===== src/rtl/decode_pipe_stage_pkg.sv =====
// ----------------------------------------------------------------------------
// decode_pipe_stage_pkg
// Shared types and helpers for the decode stage:
//   opcode_e     - RV32 base opcodes the stage understands
//   instr_t      - field view of a 32-bit instruction word
//   dec_ctrl_t   - control part of the decoded bundle
//   imm_gen()    - sign-extended immediate (64 bits; callers truncate to XLEN)
//   decode_ctrl()- destination index and write/load flags of an instruction
// ----------------------------------------------------------------------------
package decode_pipe_stage_pkg;

    typedef enum logic [6:0] {
        OP_LUI    = 7'b0110111,
        OP_AUIPC  = 7'b0010111,
        OP_JAL    = 7'b1101111,
        OP_JALR   = 7'b1100111,
        OP_BRANCH = 7'b1100011,
        OP_LOAD   = 7'b0000011,
        OP_STORE  = 7'b0100011,
        OP_IMM    = 7'b0010011,
        OP_REG    = 7'b0110011
    } opcode_e;

    typedef struct packed {
        logic [6:0] funct7;
        logic [4:0] rs2;
        logic [4:0] rs1;
        logic [2:0] funct3;
        logic [4:0] rd;
        logic [6:0] opcode;
    } instr_t;

    typedef struct packed {
        logic [4:0] rd;
        logic       writes_rd;  // opcode class writes a register (rd==0 filtered later)
        logic       is_load;
    } dec_ctrl_t;

    // Widest supported datapath; imm_gen builds at this width so any XLEN
    // can take the low bits and still see a correct sign extension.
    localparam int IMM_W = 64;

    function automatic logic [IMM_W-1:0] imm_gen(input instr_t instr);
        logic [31:0]      w;
        logic [IMM_W-1:0] imm;
        w = instr;
        case (instr.opcode)
            OP_IMM, OP_LOAD, OP_JALR: imm = {{52{w[31]}}, w[31:20]};
            OP_STORE:                 imm = {{52{w[31]}}, w[31:25], w[11:7]};
            OP_BRANCH:                imm = {{51{w[31]}}, w[31], w[7], w[30:25], w[11:8], 1'b0};
            OP_LUI, OP_AUIPC:         imm = {{32{w[31]}}, w[31:12], 12'h000};
            OP_JAL:                   imm = {{43{w[31]}}, w[31], w[19:12], w[20], w[30:21], 1'b0};
            default:                  imm = {IMM_W{1'b0}};
        endcase
        return imm;
    endfunction

    function automatic dec_ctrl_t decode_ctrl(input instr_t instr);
        dec_ctrl_t c;
        c.rd      = instr.rd;
        c.is_load = (instr.opcode == OP_LOAD);
        case (instr.opcode)
            OP_LUI, OP_AUIPC, OP_JAL, OP_JALR,
            OP_LOAD, OP_IMM, OP_REG: c.writes_rd = 1'b1;
            default:                 c.writes_rd = 1'b0;
        endcase
        return c;
    endfunction

endpackage


===== src/rtl/decode_pipe_stage_reg_file_param.sv =====
// ----------------------------------------------------------------------------
// reg_file_param
// NUM_REGS x XLEN register file, two combinational read ports, one write port.
// Index 0 is hardwired to zero and never written. Synchronous active-high
// reset clears every entry.
// Optional macro DECODE_WB_BYPASS_EN: a read of the index being written this
// cycle returns the write data (write-first); otherwise reads see the stored
// value (read-first).
// Ports:
//   clk, reset                      clock, synchronous reset
//   wr_en_i, wr_id_i, wr_data_i     write port
//   rd1_id_i/rd1_data_o             read port 1
//   rd2_id_i/rd2_data_o             read port 2
// ----------------------------------------------------------------------------
module reg_file_param #(
    parameter  int XLEN     = 32,
    parameter  int NUM_REGS = 32,
    localparam int REG_ID_W = $clog2(NUM_REGS)
) (
    input  logic                clk,
    input  logic                reset,
    input  logic                wr_en_i,
    input  logic [REG_ID_W-1:0] wr_id_i,
    input  logic [XLEN-1:0]     wr_data_i,
    input  logic [REG_ID_W-1:0] rd1_id_i,
    output logic [XLEN-1:0]     rd1_data_o,
    input  logic [REG_ID_W-1:0] rd2_id_i,
    output logic [XLEN-1:0]     rd2_data_o
);

    logic [XLEN-1:0] regs_q [NUM_REGS];
    logic            wr_live_s;

    assign wr_live_s = wr_en_i && (wr_id_i != {REG_ID_W{1'b0}});

    // Storage update: clear on reset, otherwise perform the write.
    always_ff @(posedge clk) begin
        if (reset) begin
            for (int i = 0; i < NUM_REGS; i++) begin
                regs_q[i] <= {XLEN{1'b0}};
            end
        end else if (wr_live_s) begin
            regs_q[wr_id_i] <= wr_data_i;
        end else begin
            regs_q[0] <= regs_q[0];
        end
    end

    // Read port 1.
    always_comb begin
        rd1_data_o = {XLEN{1'b0}};
        if (rd1_id_i == {REG_ID_W{1'b0}}) begin
            rd1_data_o = {XLEN{1'b0}};
`ifdef DECODE_WB_BYPASS_EN
        end else if (wr_live_s && (wr_id_i == rd1_id_i)) begin
            rd1_data_o = wr_data_i;
`endif
        end else begin
            rd1_data_o = regs_q[rd1_id_i];
        end
    end

    // Read port 2.
    always_comb begin
        rd2_data_o = {XLEN{1'b0}};
        if (rd2_id_i == {REG_ID_W{1'b0}}) begin
            rd2_data_o = {XLEN{1'b0}};
`ifdef DECODE_WB_BYPASS_EN
        end else if (wr_live_s && (wr_id_i == rd2_id_i)) begin
            rd2_data_o = wr_data_i;
`endif
        end else begin
            rd2_data_o = regs_q[rd2_id_i];
        end
    end

endmodule


===== src/rtl/decode_pipe_stage.sv =====
// ----------------------------------------------------------------------------
// decode_pipe_stage
// Decode stage: register-file read, immediate generation, load-use hazard
// detection and a single output pipeline register with valid/ready on both
// sides. Optional macro DECODE_WB_BYPASS_EN selects write-first operand
// reads in the register file.
// Ports:
//   clk, reset                         clock, synchronous active-high reset
//   in_valid/in_ready/in_instr/in_pc   fetch handshake (in_ready combinational)
//   flush                              drop the held and incoming instruction
//   wb_en/wb_id/wb_data                register-file write from writeback
//   out_valid/out_ready                execute handshake
//   out_pc, out_rs1_data, out_rs2_data, out_imm, out_rd,
//   out_is_write_back, out_is_load     registered decoded bundle
// ----------------------------------------------------------------------------
module decode_pipe_stage
    import decode_pipe_stage_pkg::*;
#(
    parameter  int XLEN     = 32,
    parameter  int NUM_REGS = 32,
    localparam int REG_ID_W = $clog2(NUM_REGS)
) (
    input  logic                clk,
    input  logic                reset,
    input  logic                in_valid,
    output logic                in_ready,
    input  logic [31:0]         in_instr,
    input  logic [XLEN-1:0]     in_pc,
    input  logic                flush,
    input  logic                wb_en,
    input  logic [REG_ID_W-1:0] wb_id,
    input  logic [XLEN-1:0]     wb_data,
    output logic                out_valid,
    input  logic                out_ready,
    output logic [XLEN-1:0]     out_pc,
    output logic [XLEN-1:0]     out_rs1_data,
    output logic [XLEN-1:0]     out_rs2_data,
    output logic [XLEN-1:0]     out_imm,
    output logic [REG_ID_W-1:0] out_rd,
    output logic                out_is_write_back,
    output logic                out_is_load
);

    instr_t              ins_s;
    dec_ctrl_t           ctrl_s;
    logic [REG_ID_W-1:0] rs1_id_s;
    logic [REG_ID_W-1:0] rs2_id_s;
    logic [REG_ID_W-1:0] rd_id_s;
    logic [XLEN-1:0]     rs1_data_s;
    logic [XLEN-1:0]     rs2_data_s;
    logic [XLEN-1:0]     imm_s;
    logic                hazard_s;
    logic                accept_s;

    logic                out_valid_q, out_valid_d;
    logic [XLEN-1:0]     out_pc_q, out_pc_d;
    logic [XLEN-1:0]     out_rs1_q, out_rs1_d;
    logic [XLEN-1:0]     out_rs2_q, out_rs2_d;
    logic [XLEN-1:0]     out_imm_q, out_imm_d;
    logic [REG_ID_W-1:0] out_rd_q, out_rd_d;
    logic                out_wb_q, out_wb_d;
    logic                out_load_q, out_load_d;

    assign ins_s    = instr_t'(in_instr);
    assign ctrl_s   = decode_ctrl(ins_s);
    // RV32E keeps only the low index bits; upper bits are ignored, not trapped.
    assign rs1_id_s = ins_s.rs1[REG_ID_W-1:0];
    assign rs2_id_s = ins_s.rs2[REG_ID_W-1:0];
    assign rd_id_s  = ctrl_s.rd[REG_ID_W-1:0];
    assign imm_s    = XLEN'(imm_gen(ins_s));

    reg_file_param #(
        .XLEN     (XLEN),
        .NUM_REGS (NUM_REGS)
    ) u_reg_file (
        .clk        (clk),
        .reset      (reset),
        .wr_en_i    (wb_en),
        .wr_id_i    (wb_id),
        .wr_data_i  (wb_data),
        .rd1_id_i   (rs1_id_s),
        .rd1_data_o (rs1_data_s),
        .rd2_id_i   (rs2_id_s),
        .rd2_data_o (rs2_data_s)
    );

    // A load in the output register cannot forward its result yet, so any
    // consumer of its rd (either source field, whatever the format) waits.
    assign hazard_s = out_valid_q && out_load_q && (out_rd_q != {REG_ID_W{1'b0}}) &&
                      ((out_rd_q == rs1_id_s) || (out_rd_q == rs2_id_s));
    assign in_ready = !reset && !hazard_s && (!out_valid_q || out_ready);
    assign accept_s = in_valid && in_ready;

    // Next state of the output register: flush beats accept, accept beats drain.
    always_comb begin
        out_valid_d = out_valid_q;
        out_pc_d    = out_pc_q;
        out_rs1_d   = out_rs1_q;
        out_rs2_d   = out_rs2_q;
        out_imm_d   = out_imm_q;
        out_rd_d    = out_rd_q;
        out_wb_d    = out_wb_q;
        out_load_d  = out_load_q;
        if (flush) begin
            out_valid_d = 1'b0;
        end else if (accept_s) begin
            out_valid_d = 1'b1;
            out_pc_d    = in_pc;
            out_rs1_d   = rs1_data_s;
            out_rs2_d   = rs2_data_s;
            out_imm_d   = imm_s;
            out_rd_d    = rd_id_s;
            out_wb_d    = ctrl_s.writes_rd && (rd_id_s != {REG_ID_W{1'b0}});
            out_load_d  = ctrl_s.is_load;
        end else if (out_valid_q && out_ready) begin
            out_valid_d = 1'b0;
        end else begin
            out_valid_d = out_valid_q;
        end
    end

    // Output pipeline register.
    always_ff @(posedge clk) begin
        if (reset) begin
            out_valid_q <= 1'b0;
            out_pc_q    <= {XLEN{1'b0}};
            out_rs1_q   <= {XLEN{1'b0}};
            out_rs2_q   <= {XLEN{1'b0}};
            out_imm_q   <= {XLEN{1'b0}};
            out_rd_q    <= {REG_ID_W{1'b0}};
            out_wb_q    <= 1'b0;
            out_load_q  <= 1'b0;
        end else begin
            out_valid_q <= out_valid_d;
            out_pc_q    <= out_pc_d;
            out_rs1_q   <= out_rs1_d;
            out_rs2_q   <= out_rs2_d;
            out_imm_q   <= out_imm_d;
            out_rd_q    <= out_rd_d;
            out_wb_q    <= out_wb_d;
            out_load_q  <= out_load_d;
        end
    end

    assign out_valid         = out_valid_q;
    assign out_pc            = out_pc_q;
    assign out_rs1_data      = out_rs1_q;
    assign out_rs2_data      = out_rs2_q;
    assign out_imm           = out_imm_q;
    assign out_rd            = out_rd_q;
    assign out_is_write_back = out_wb_q;
    assign out_is_load       = out_load_q;

endmodule

===== config.mk =====
export PLATFORM = sky130hd
export DESIGN_NAME = decode_pipe_stage
export DESIGN_NICKNAME = d
export VERILOG_FILES = /design/src/rtl/decode_pipe_stage_pkg.sv /design/src/rtl/decode_pipe_stage_reg_file_param.sv /design/src/rtl/decode_pipe_stage.sv
export SDC_FILE = /design/constraint.sdc
export NUM_CORES = 2
export LEC_CHECK = 0
export ABC_AREA = 1
export BUFFER_PORTS_ARGS = -buffer_cell sky130_fd_sc_hd__buf_4
export CAP_MARGIN = 15
export CORE_MARGIN = 2
export CORE_UTILIZATION = 45
export CTS_CLUSTER_SIZE = 24
export DETAILED_ROUTE_END_ITERATION = 6
export HOLD_SLACK_MARGIN = 0.03
export PLACE_DENSITY = 0.67
export REMOVE_ABC_BUFFERS = 1
export SETUP_SLACK_MARGIN = 0.5
export SLEW_MARGIN = 20
export SYNTH_ARGS = -nofsm -noshare
export SYNTH_HDL_FRONTEND = slang
export SYNTH_SLANG_ARGS = --single-unit

===== constraint.sdc =====
create_clock -name clk -period 6.4 [get_ports clk]
set_input_delay 0 -clock clk [delete_from_list [all_inputs] [get_ports clk]]
set_output_delay 0 -clock clk [all_outputs]
set_load 0.05 [all_outputs]

==> flow_results.org <==
** Power and ir drop
- Peak supply drop :: between 0.2 and 0.25 mV
- Internal power comes to 14.08 mW.
- Power comes to ~19 mW.
- In this run the power density over the cells is 263.1 nW/µm².
- Leakage power total :: 33.30 nW
- Net switching power figure :: about 5.3 mW
- Part of the total power dissipated in sequential elements :: 45.3%
- Net switching is a little over a quarter of the power.
- Combinational logic is responsible for between 10% and 20% of the overall power.
- Clk pwr share :: about two fifths

** Global routing
- For this run the aggregate overflow at the end of global routing stands at 0.
- The initial antenna violation count came to 3.
- The number of global-route vias before repair came to slightly below 60000.
- Across every metal layer, demand over resource in global routing totals about a third.
- Global-route wire length before repair :: roughly 370 mm
- Entering global routing, the biggest net connects 225 pins.

** Layout
- After routing the design area is approximately 74000 µm².
- Cells fill roughly half of the core in the end.
- Number of non-filler instances in the completed layout :: 10577
- The net count of the finished layout is 8695.
- Share of layout cells above drive strength 1 :: 8.289%
- The area growth from synthesis to layout is 14.22%.

** Floorplanning
- Row generation in the floorplan step produced 138 rows.
- Ports :: between 200 and 250
- The die covers 146500 µm².
- In this run the standard cell core region covers about 140000 µm².
- Initial Util :: a little under half
- Die Height :: 382.7 µm
- Chip Width :: 382.7 µm

** STA
- The worst path in the final design needs a cycle of 4.141 ns, including I/O delays and setup.
- Least setup slack across all paths after layout :: 2.259 ns
- Final number of max-transition violations :: 0
- On the final layout, the worst hold slack is around 0.09 ns.
- Worst Tran Pin Value :: 1.184 ns
- For the final database, setup skew stands at roughly 0.021 ns.
- Maximum clock frequency :: approximately 240 MHz
- The worst pin sits at a relative slew slack of between 20% and 30%.
- Crit share post-route :: between 60% and 70%
- Setup TNS :: 0 ns
- Count of endpoints failing setup in the final report :: 0
- Setup repair after global routing left no endpoint under its margin.
- The number of endpoints with negative hold slack in the final report was 0.

** Worst setup path
- Launching element type of the critical path :: flip-flop
- List of cells traversed by the critical path :: a21oi_1 -> nand3_1 -> nor2_4 -> buf_4 -> nand3_1 -> dlygate4sd3_1 -> a21oi_1 -> dlygate4sd3_1
- The number of buffers and inverters on the critical path is 3.
- Along the worst path, the maximum fanout reaches 41.
- Data on the critical path arrives at its endpoint at 4.85 ns.
- The critical path is of the flip-flop to flip-flop type.
- On the worst path, the slowest cell contributes a delay of just under 0.8 ns.
- The worst setup path is captured at a flip-flop.
- On the critical path the largest part of the delay comes from buffers and inverters.
- STA puts the critical path data required time at 7.11 ns.
- Among all stages on the critical path, the largest delay is contributed by sky130_fd_sc_hd__nor2_4.

** Yosys
- Top post-synthesis cells by count :: sky130_fd_sc_hd__nand2_1, sky130_fd_sc_hd__nand3_1, sky130_fd_sc_hd__nor2_1
- EDFF count, synth :: 1024
- Synthesis inferred 1160 register bits.
- In the post-synthesis netlist, the cell with the most instances is sky130_fd_sc_hd__nand2_1.
- For this run, asynchronously set or reset flops after synthesis account for 0%.
- Number of warnings reported in the yosys synthesis log :: 0
- Dominant cells by area after synthesis :: sky130_fd_sc_hd__edfxtp_1, sky130_fd_sc_hd__nand2_1, sky130_fd_sc_hd__nand3_1
- Post-synth top area cell :: sky130_fd_sc_hd__edfxtp_1
- Share of the synthesized area in the top cell type :: between 40% and 50%
- Area of the mapped netlist :: between 60000 and 70000 µm²
- In the synthesized netlist the dominant register cell turns out to be sky130_fd_sc_hd__edfxtp_1.
- Distinct cell type count after synthesis :: 36
- Post-synthesis sequential area ratio :: between 50% and 60%
- Synth Instances :: roughly 8500
- The average instance in the mapped netlist occupies around 7.6 µm².

** CTS
- The cell sitting at the root of the clock tree is a sky130_fd_sc_hd__clkbuf_16.
- TritonCTS Buffers :: between 100 and 150
- Clock slew seen by the registers of the worst setup and hold paths :: 0.06 ns
- The H-tree was split into 4 levels.
- Buffer levels on the longest clock path :: 3
- At the later pin of the worst-skew pair, clock insertion delay measures around 0.8 ns.
- Clock tree from TritonCTS :: yes
- Counting every sink on the clock net gives around 1200.
- Post-CTS Resized :: 0

** Flow run
- The tool flagged a number of max-cap violations equal to 0.

** Placed design
- Routability-driven placement finished with a final weighted congestion of approximately 0.93.
- Placed wire-length estimate :: between 100 and 150 mm
- Count of placed standard cells including taps :: between 10000 and 15000
- In this run the cell area measured after placement is between 60000 and 70000 µm².
- Worst slack at placement :: between 2 and 3 ns
- Number of port buffers :: around 240

** Drt
- For this run, design rule violations remaining after detail routing come to 1.
- The detailed router finished its first iteration with 9628 violations.
- Routed length per placed instance :: around 24 µm
- Detailed routing placed a total of 107.9 mm of wire on met2.
- For this run, the detailed router's first-pass iteration total came to 7.
- Post-detailed-route count of antenna-violating nets :: 0
- Across all layers, the routed design uses ~62000 vias.
- In the routed layout, each cell is associated on average with a via count of 5.848.
- The highest layer touched by signal routing is met5.
- Aggregate routed wire length :: between 200 and 300 mm
- The detailed router put a total of 90.30 mm of wire on met1.
- Detailed routing placed a total of around 35 mm of wire on met3.

** Status
- The run finished, with violations left.
- Violations in the final reports :: design-rule violations

** Min path
- Hold/Removal Path Class :: primary input to flip-flop
[registers in the layout (all words and copies together) (netlist names)]
name	count
u_reg_file.regs_q	1024
out_rs1_data	32
out_is_write_back	1
out_is_load	1
out_valid	1
out_imm	32
out_pc	32
out_rd	5
out_rs2_data	32
[tightest hold or removal path: stages]
cell and delay, ns:
sky130_fd_sc_hd__dlygate4sd3_1 0.53, sky130_fd_sc_hd__buf_4 0.13, sky130_fd_sc_hd__o21ai_1 0.07, sky130_fd_sc_hd__a21oi_1 0.10
[timing repair]
item                      4_1_cts  5_1_grt
hold buffers                  197        1
hold endpoints to repair     1109       31
buffers inserted                0        0
[cell type report]
class | count | area [µm²]
diodes | 1 | 2.502
clock buffers | 183 | 3797
clock inverters | 50 | 626.9
fillers | 13057 | 68220
inverters | 1048 | 3976
multi-input cells | 5659 | 24430
flip-flops and latches | 1160 | 33470
well taps | 1890 | 2365
repair buffers | 586 | 5049
[layout by cell type, fill, tap and decap left out, drive strengths merged]
cell	synthesis	layout
clkinvlp	0	2
nor4	3	3
nand3	1438	1438
diode	0	1
o22ai	1	1
o211ai	238	238
conb	1	32
o2111ai	1	1
dfxtp	136	136
xnor2	2	2
nand4	4	4
or3b	1	1
o21ai	60	60
buf	358	388
nor2	1397	1397
inv	1047	1050
a21oi	115	115
a21boi	1	1
nand2	2350	2350
clkbuf	320	183
clkinv	1	31
a211oi	1	1
a31oi	1	1
o41ai	1	1
dlygate4sd3	0	198
edfxtp	1024	1024
nor3	13	13
bufinv	0	15
[kinds of logic (layout without fill, tap and decap cells)]
family	after synthesis	after routing	synth area share (%)
AOI/OAI and AO/OA	419	419	4.201
xor gates and xnor gates	2	2	0.02715
buffers and inverters	1726	1867	10.74
DFF	1160	1160	51.86
other	1	33	0.005811
and+or+nand+nor	5206	5206	33.16
[final timing paths]
path	endpoint	slack, ns	start	depth (start not counted)
setup reg to reg	out_imm[8]	2.26	out_valid	8
setup / recovery	out_imm[8]	2.26	out_valid	8
hold reg to reg	out_imm[17]	0.46	out_imm[17]	2
hold / removal	out_rd[1]	0.09	in_instr[8]	4
[layer usage]
metal,track usage [%],up-vias
li1,-,27331
met1,42.92,28659
met2,50.52,4936
met3,7.949,929
met4,20.90,4
met5,0,-
[power groups by stage]
stage / sequential (mW) / clock [mW] / combinational [mW]
floorplan: 8.97 / 0 / 1.31
global route: 8.81 / 8.25 / 2.87
global placement: 8.92 / 0 / 2.47
detailed placement: 8.93 / 0 / 2.50
finish: 8.78 / 7.93 / 2.69
CTS: 8.77 / 7.97 / 2.59
Power figures use the tool's default switching activity.
